**src/rtl/frac_mul_seq_pkg.sv**
```systemverilog
// Shared widths, iteration count and digit encoding for the radix-4 fractional multiplier.
// Also holds the Q1.63 -> Q1.31 round-half-up helper with saturation.
package frac_mul_pkg;

  localparam int OP_W   = 32;
  localparam int PROD_W = 64;
  localparam int ACC_W  = 34;
  localparam int ITER   = 16;
  localparam int CNT_W  = 5;

  localparam logic [1:0] DIG_ZERO  = 2'd0;
  localparam logic [1:0] DIG_ONE   = 2'd1;
  localparam logic [1:0] DIG_TWO   = 2'd2;
  localparam logic [1:0] DIG_THREE = 2'd3;

  // Adds the half-LSB bit to the upper word and clamps instead of wrapping past all-ones.
  function automatic logic [OP_W-1:0] round_q131(input logic [PROD_W-1:0] prod);
    logic [OP_W:0] inc;
    inc = {1'b0, prod[PROD_W-1:OP_W]} + {{OP_W{1'b0}}, prod[OP_W-1]};
    round_q131 = inc[OP_W] ? {OP_W{1'b1}} : inc[OP_W-1:0];
  endfunction

endpackage

```
**src/rtl/frac_mul_seq_if.sv**
```systemverilog
// Start/busy/ready/count handshake bundle shared with the iterative divider.
// The controller side drives operands and start; the multiplier returns results and status.
interface frac_mul_seq_if;
  import frac_mul_pkg::*;

  logic              start;
  logic [OP_W-1:0]   a;
  logic [OP_W-1:0]   b;
  logic [PROD_W-1:0] p;
  logic [OP_W-1:0]   r;
  logic              busy;
  logic              ready;
  logic [CNT_W-1:0]  count;

  modport master (
    output start, a, b,
    input  p, r, busy, ready, count
  );

  modport slave (
    input  start, a, b,
    output p, r, busy, ready, count
  );

endinterface

```
**src/rtl/frac_mul_seq_radix4_pp_select.sv**
```systemverilog
// Radix-4 partial product mux: picks 0, a, 2a or 3a for one multiplier digit.
// 3a is supplied precomputed so this stays a pure selector.
module radix4_pp_select
  import frac_mul_pkg::*;
(
  input  logic [1:0]       digit,
  input  logic [OP_W-1:0]  a_x1,
  input  logic [ACC_W-1:0] a_x3,
  output logic [ACC_W-1:0] pp
);

  logic [ACC_W-1:0] a_ext;
  logic [ACC_W-1:0] a_x2;

  assign a_ext = {2'b00, a_x1};
  assign a_x2  = {1'b0, a_x1, 1'b0};

  always_comb begin
    pp = '0;
    case (digit)
      DIG_ZERO:  pp = '0;
      DIG_ONE:   pp = a_ext;
      DIG_TWO:   pp = a_x2;
      DIG_THREE: pp = a_x3;
      default:   pp = '0;
    endcase
  end

endmodule

```
**src/rtl/frac_mul_seq.sv**
```systemverilog
// Sequential radix-4 unsigned fractional multiplier: Q1.31 x Q0.32 -> exact Q1.63 plus rounded Q1.31.
// Retires two multiplier bits per cycle over 16 iterations behind the divider-style handshake.
module frac_mul_seq
  import frac_mul_pkg::*;
(
  input logic           clk,
  input logic           clrn,
  frac_mul_seq_if.slave bus
);

  logic [ACC_W-1:0] hi;
  logic [OP_W-1:0]  lo;
  logic [OP_W-1:0]  a_q;
  logic [ACC_W-1:0] a3_q;
  logic             busy_q;
  logic             ready_q;
  logic [CNT_W-1:0] cnt_q;

  logic [ACC_W-1:0]  pp;
  logic [ACC_W-1:0]  sum;
  logic [PROD_W-1:0] prod;
  logic              hi_ovf;

  radix4_pp_select u_pp_select (
    .digit (lo[1:0]),
    .a_x1  (a_q),
    .a_x3  (a3_q),
    .pp    (pp)
  );

  // hi stays below 2^32 after every shift, so this sum never overflows 34 bits.
  assign sum = hi + pp;

  // Reset beats start; a start in any state reloads, aborting a product in flight.
  always_ff @(posedge clk) begin
    if (!clrn) begin
      hi      <= '0;
      lo      <= '0;
      a_q     <= '0;
      a3_q    <= '0;
      busy_q  <= 1'b0;
      ready_q <= 1'b0;
      cnt_q   <= '0;
    end else if (bus.start) begin
      hi      <= '0;
      lo      <= bus.b;
      a_q     <= bus.a;
      a3_q    <= {2'b00, bus.a} + {1'b0, bus.a, 1'b0};
      busy_q  <= 1'b1;
      ready_q <= 1'b0;
      cnt_q   <= '0;
    end else if (busy_q) begin
      hi    <= {2'b00, sum[ACC_W-1:2]};
      lo    <= {sum[1:0], lo[OP_W-1:2]};
      cnt_q <= cnt_q + 1'b1;
      if (cnt_q == CNT_W'(ITER - 1)) begin
        busy_q  <= 1'b0;
        ready_q <= 1'b1;
      end
    end
  end

  assign prod   = {hi[OP_W-1:0], lo};
  assign hi_ovf = |hi[ACC_W-1:OP_W];

  // hi_ovf is structurally zero; folding it into the clamp keeps r saturating rather than truncating.
  assign bus.p     = prod;
  assign bus.r     = hi_ovf ? {OP_W{1'b1}} : round_q131(prod);
  assign bus.busy  = busy_q;
  assign bus.ready = ready_q;
  assign bus.count = cnt_q;

endmodule

```
**src/flat_wrapper.sv**
```systemverilog
// flat-port wrapper written by rule: the top's interface ports become plain ports
module frac_mul_seq_flat import frac_mul_pkg::*;
  (clk, clrn, bus_start, bus_a, bus_b, bus_p, bus_r, bus_busy, bus_ready, bus_count);
  frac_mul_seq_if bus_i ();
  input logic clk;
  input logic clrn;
  input wire logic [$bits(bus_i.start)-1:0] bus_start;
  input wire logic [$bits(bus_i.a)-1:0] bus_a;
  input wire logic [$bits(bus_i.b)-1:0] bus_b;
  output wire logic [$bits(bus_i.p)-1:0] bus_p;
  output wire logic [$bits(bus_i.r)-1:0] bus_r;
  output wire logic [$bits(bus_i.busy)-1:0] bus_busy;
  output wire logic [$bits(bus_i.ready)-1:0] bus_ready;
  output wire logic [$bits(bus_i.count)-1:0] bus_count;
  assign bus_i.start = bus_start;
  assign bus_i.a = bus_a;
  assign bus_i.b = bus_b;
  assign bus_p = bus_i.p;
  assign bus_r = bus_i.r;
  assign bus_busy = bus_i.busy;
  assign bus_ready = bus_i.ready;
  assign bus_count = bus_i.count;
  frac_mul_seq u_core (.clk(clk), .clrn(clrn), .bus(bus_i));
endmodule
```
**config.mk**
```make
export PLATFORM = sky130hd
export DESIGN_NAME = frac_mul_seq_flat
export DESIGN_NICKNAME = d
export VERILOG_FILES = /design/src/rtl/frac_mul_seq_pkg.sv /design/src/rtl/frac_mul_seq_if.sv /design/src/rtl/frac_mul_seq_radix4_pp_select.sv /design/src/rtl/frac_mul_seq.sv /design/src/flat_wrapper.sv
export SDC_FILE = /design/constraint.sdc
export NUM_CORES = 1
export LEC_CHECK = 0
export ABC_AREA = 0
export CAP_MARGIN = 25
export CORE_ASPECT_RATIO = 0.75
export CORE_MARGIN = 1
export CORE_UTILIZATION = 40
export CTS_CLUSTER_DIAMETER = 60
export DETAILED_ROUTE_END_ITERATION = 8
export GPL_TIMING_DRIVEN = 0
export PLACE_DENSITY = 0.66
export SLEW_MARGIN = 20
export SYNTH_ARGS = -nofsm -noshare
export SYNTH_HDL_FRONTEND = slang
export SYNTH_SLANG_ARGS = --single-unit
```
**constraint.sdc**
```tcl
create_clock -name clk -period 6.1 [get_ports clk]
set_input_delay 1.525 -clock clk [delete_from_list [all_inputs] [get_ports clk]]
set_output_delay 1.525 -clock clk [all_outputs]
set_load 0.03 [all_outputs]
```
==> flow_summary.yaml <==
status:
  status: "completed"
clocking:
  cts_buffer_depth: 2
  cts_root_buffer: "clkbuf_16"
  ctsHoldBuffers: 0
  path_clk_slew_ns: 0.06
  cts_resized: 0
  h-tree-depth: 4
  post-cts-setup-buffers: 0
  cts_num_sinks: 136
  tritoncts: "built"
  clk_latency_ns: 0.44
  numCtsBuffers: 17
synth:
  synth-seq-cells: 136
  synthFlopType: "dfxtp_1"
  synth-seq-area-share: 0.272
  yosysMostFrequentCell: "dfxtp_1"
  syn_area_mm2: 0.0100
  synth_cells: 1186
  yosysTopAreaCell: "dfxtp_1"
  syn_avg_cell_area_um2: 8.44
  synth_common_cells: "dfxtp_1, nand2_1, mux2i_1"
  synth_fp_nets: 1324
  synth_area_leaders: "dfxtp_1, mux2i_1, ha_1"
  synth_top_area_share: 0.272
  synth_edf_count: 0
  ys_warn_count: 0
  ys_async_sr_fraction: 0
  synth.distinct_cells: 71
power:
  p_leak_uw: 0.00547
  design_power_total_uw: 2610
  peakVddDrop_uv: 204
  switching_share: 0.325
  combPwrFrac: 0.235
  netSwitchingPower_uw: 849
  pwr_density_cell_mw_per_mm2: 206
  p_clk_frac: 0.387
  seqPwrFrac: 0.378
  p_int_uw: 1760
floorplan:
  core_region_area_mm2: 0.0243
  die_y_um: 139
  start_util: 0.412
  die-area_mm2: 0.0257
  die_x_um: 185
  rows: 49
  pin_count: 170
detailed_routing:
  vias: 9262
  routedWlPerCell_um: 17.4
  wirelength_um: 29800
  via_per_inst: 5.40
  drc: 0
  drtIter0Drc: 568
  dr.pass1.iters: 5
  antenna_left: 0
timing:
  skew_ns: 0.00913
  fin_crit_sh: 0.832
  slew_violations: 0
  fin_crit_ns: 5.07
  final_hold_viol_count: 0
  finalSetupViolCount: 0
  slew_headroom: 0.411
  fin_setup_tns_ns: 0
  rsz0062_at_grt: "false"
  fmax_mhz: 197
  worst_pin_slew_ns: 0.883
final_layout:
  antenna_cells: 0
  area_growth_syn_to_layout_pct: 26.5
  drive_gt1_frac: 0.0671
  finalNetCount: 1510
  fin_util: 0.522
place:
  dp_hpwl_um: 23700
  portBuffers: 167
  place.gp.congestion: 0.945
flow_run:
  drv_cap: 0
global_routing:
  overflow: 0
  grt_usage: 0.232
  grt_max_degree: 17
  grt_pass1_wl_um: 46700
  antenna_found_initial: 0
  grt_pass1_vias: 8545
setup_path:
  startpoint_type: "flip-flop"
  worstSetupPathType: "reg2out"
  required_ns: 4.58
  path_max_fanout: 10
  ff2ff_setup_slack_ns: 1.97
  cp_data_arrival_time_ns: 3.55
  endpoint_kind: "output port"
worst_hold_path:
  hold_class: "reg2reg"
-- area by class of cell --
cell class	count	area [um^2]
buffer	70	270
clock buffer	18	439
clock inverter	14	131
fill	2336	11600
inverter	17	63.8
multi-input combinational	963	6950
sequential	136	2720
tap	331	414
timing repair buffer	167	1670
-- sequential cells by signal, summed over array words and instances, names as in the netlist --
signal,count
u_core.bus.ready,1
u_core.a_q,31
u_core.a3_q,34
u_core.lo,32
u_core.hi,32
u_core.bus.busy,1
u_core.bus.count,5
-- power by group through the flow --
stage | sequential, uW | clock, uW | combinational (uW)
floorplan | 1030 | 0 | 375
global placement | 1000 | 0 | 597
detailed placement | 1010 | 0 | 606
CTS | 986 | 1020 | 610
global route | 994 | 1070 | 664
finish | 988 | 1010 | 614
-- placed cells by master (no fill, tap or decap), types with 14 or more instances in the layout --
master | synthesis | routed
ha_1 | 69 | 69
o21ai_0 | 61 | 61
clkbuf_16 | 0 | 17
nor2_1 | 71 | 71
nand2_1 | 131 | 131
nand4_1 | 18 | 18
xor2_1 | 45 | 45
mux2i_1 | 99 | 99
inv_1 | 16 | 16
dfxtp_1 | 136 | 136
a22o_1 | 31 | 31
nor2b_1 | 53 | 53
clkbuf_1 | 54 | 54
a21o_1 | 31 | 31
o211a_1 | 20 | 20
xnor2_1 | 40 | 40
clkdlybuf4s50_1 | 0 | 167
and2_1 | 20 | 20
nand3_1 | 31 | 31
a211oi_1 | 14 | 14
mux2_2 | 31 | 31
a21oi_1 | 69 | 69
-- critical path, stage by stage (launching register included) --
cell and delay (ns):
dfxtp_1 0.46, and3_1 0.23, and3_1 0.22, nand4_1 0.18
or3_1 0.44, nor3_2 0.24, nand2_1 0.18, buf_2 0.23
buf_2 0.19, nand2_1 0.07, clkdlybuf4s50_1 0.66
-- routing by layer --
metal	vias to the layer above	GRT usage	share of wire
li1	4657	-	-
met1	4338	0.360	0.52
met2	253	0.337	0.41
met3	14	0.0307	0.057
met4	0	0.0418	0.0074
met5	-	0	0
-- metrics by stage --
stage / instances / hold WS, ns / instance area [um^2] / setup slack [ns]
after floorplan: 1186 / 0.420 / 10000 / 2.15
after detailed placement: 1684 / 0.440 / 12100 / 1.46
final: 1716 / 0.455 / 12700 / 1.03
after global routing: 1716 / 0.470 / 12700 / 0.832
after CTS: 1716 / 0.457 / 12700 / 0.993
after global placement: 1684 / 0.435 / 12100 / 1.48
-- cells by family after synthesis --
kind of cell | synth area share
AO/OA/AOI/OAI | 0.209
buffers and inverters | 0.0334
XOR/XNOR | 0.0744
adder cells (fa/ha/maj) | 0.0903
AND/OR/NAND/NOR | 0.187
flip-flops | 0.272
multiplexers | 0.134
-- final timing paths --
check | from | to | cells past startpoint
setup / recovery | u_core.hi[5] | bus_r[16] | 10
hold / removal | u_core.a3_q[25] | u_core.a3_q[25] | 2
setup reg to reg | u_core.lo[1] | u_core.hi[31] | 14
hold reg to reg | u_core.a3_q[25] | u_core.a3_q[25] | 2
Note: power is estimated with default switching activity, not from simulation.
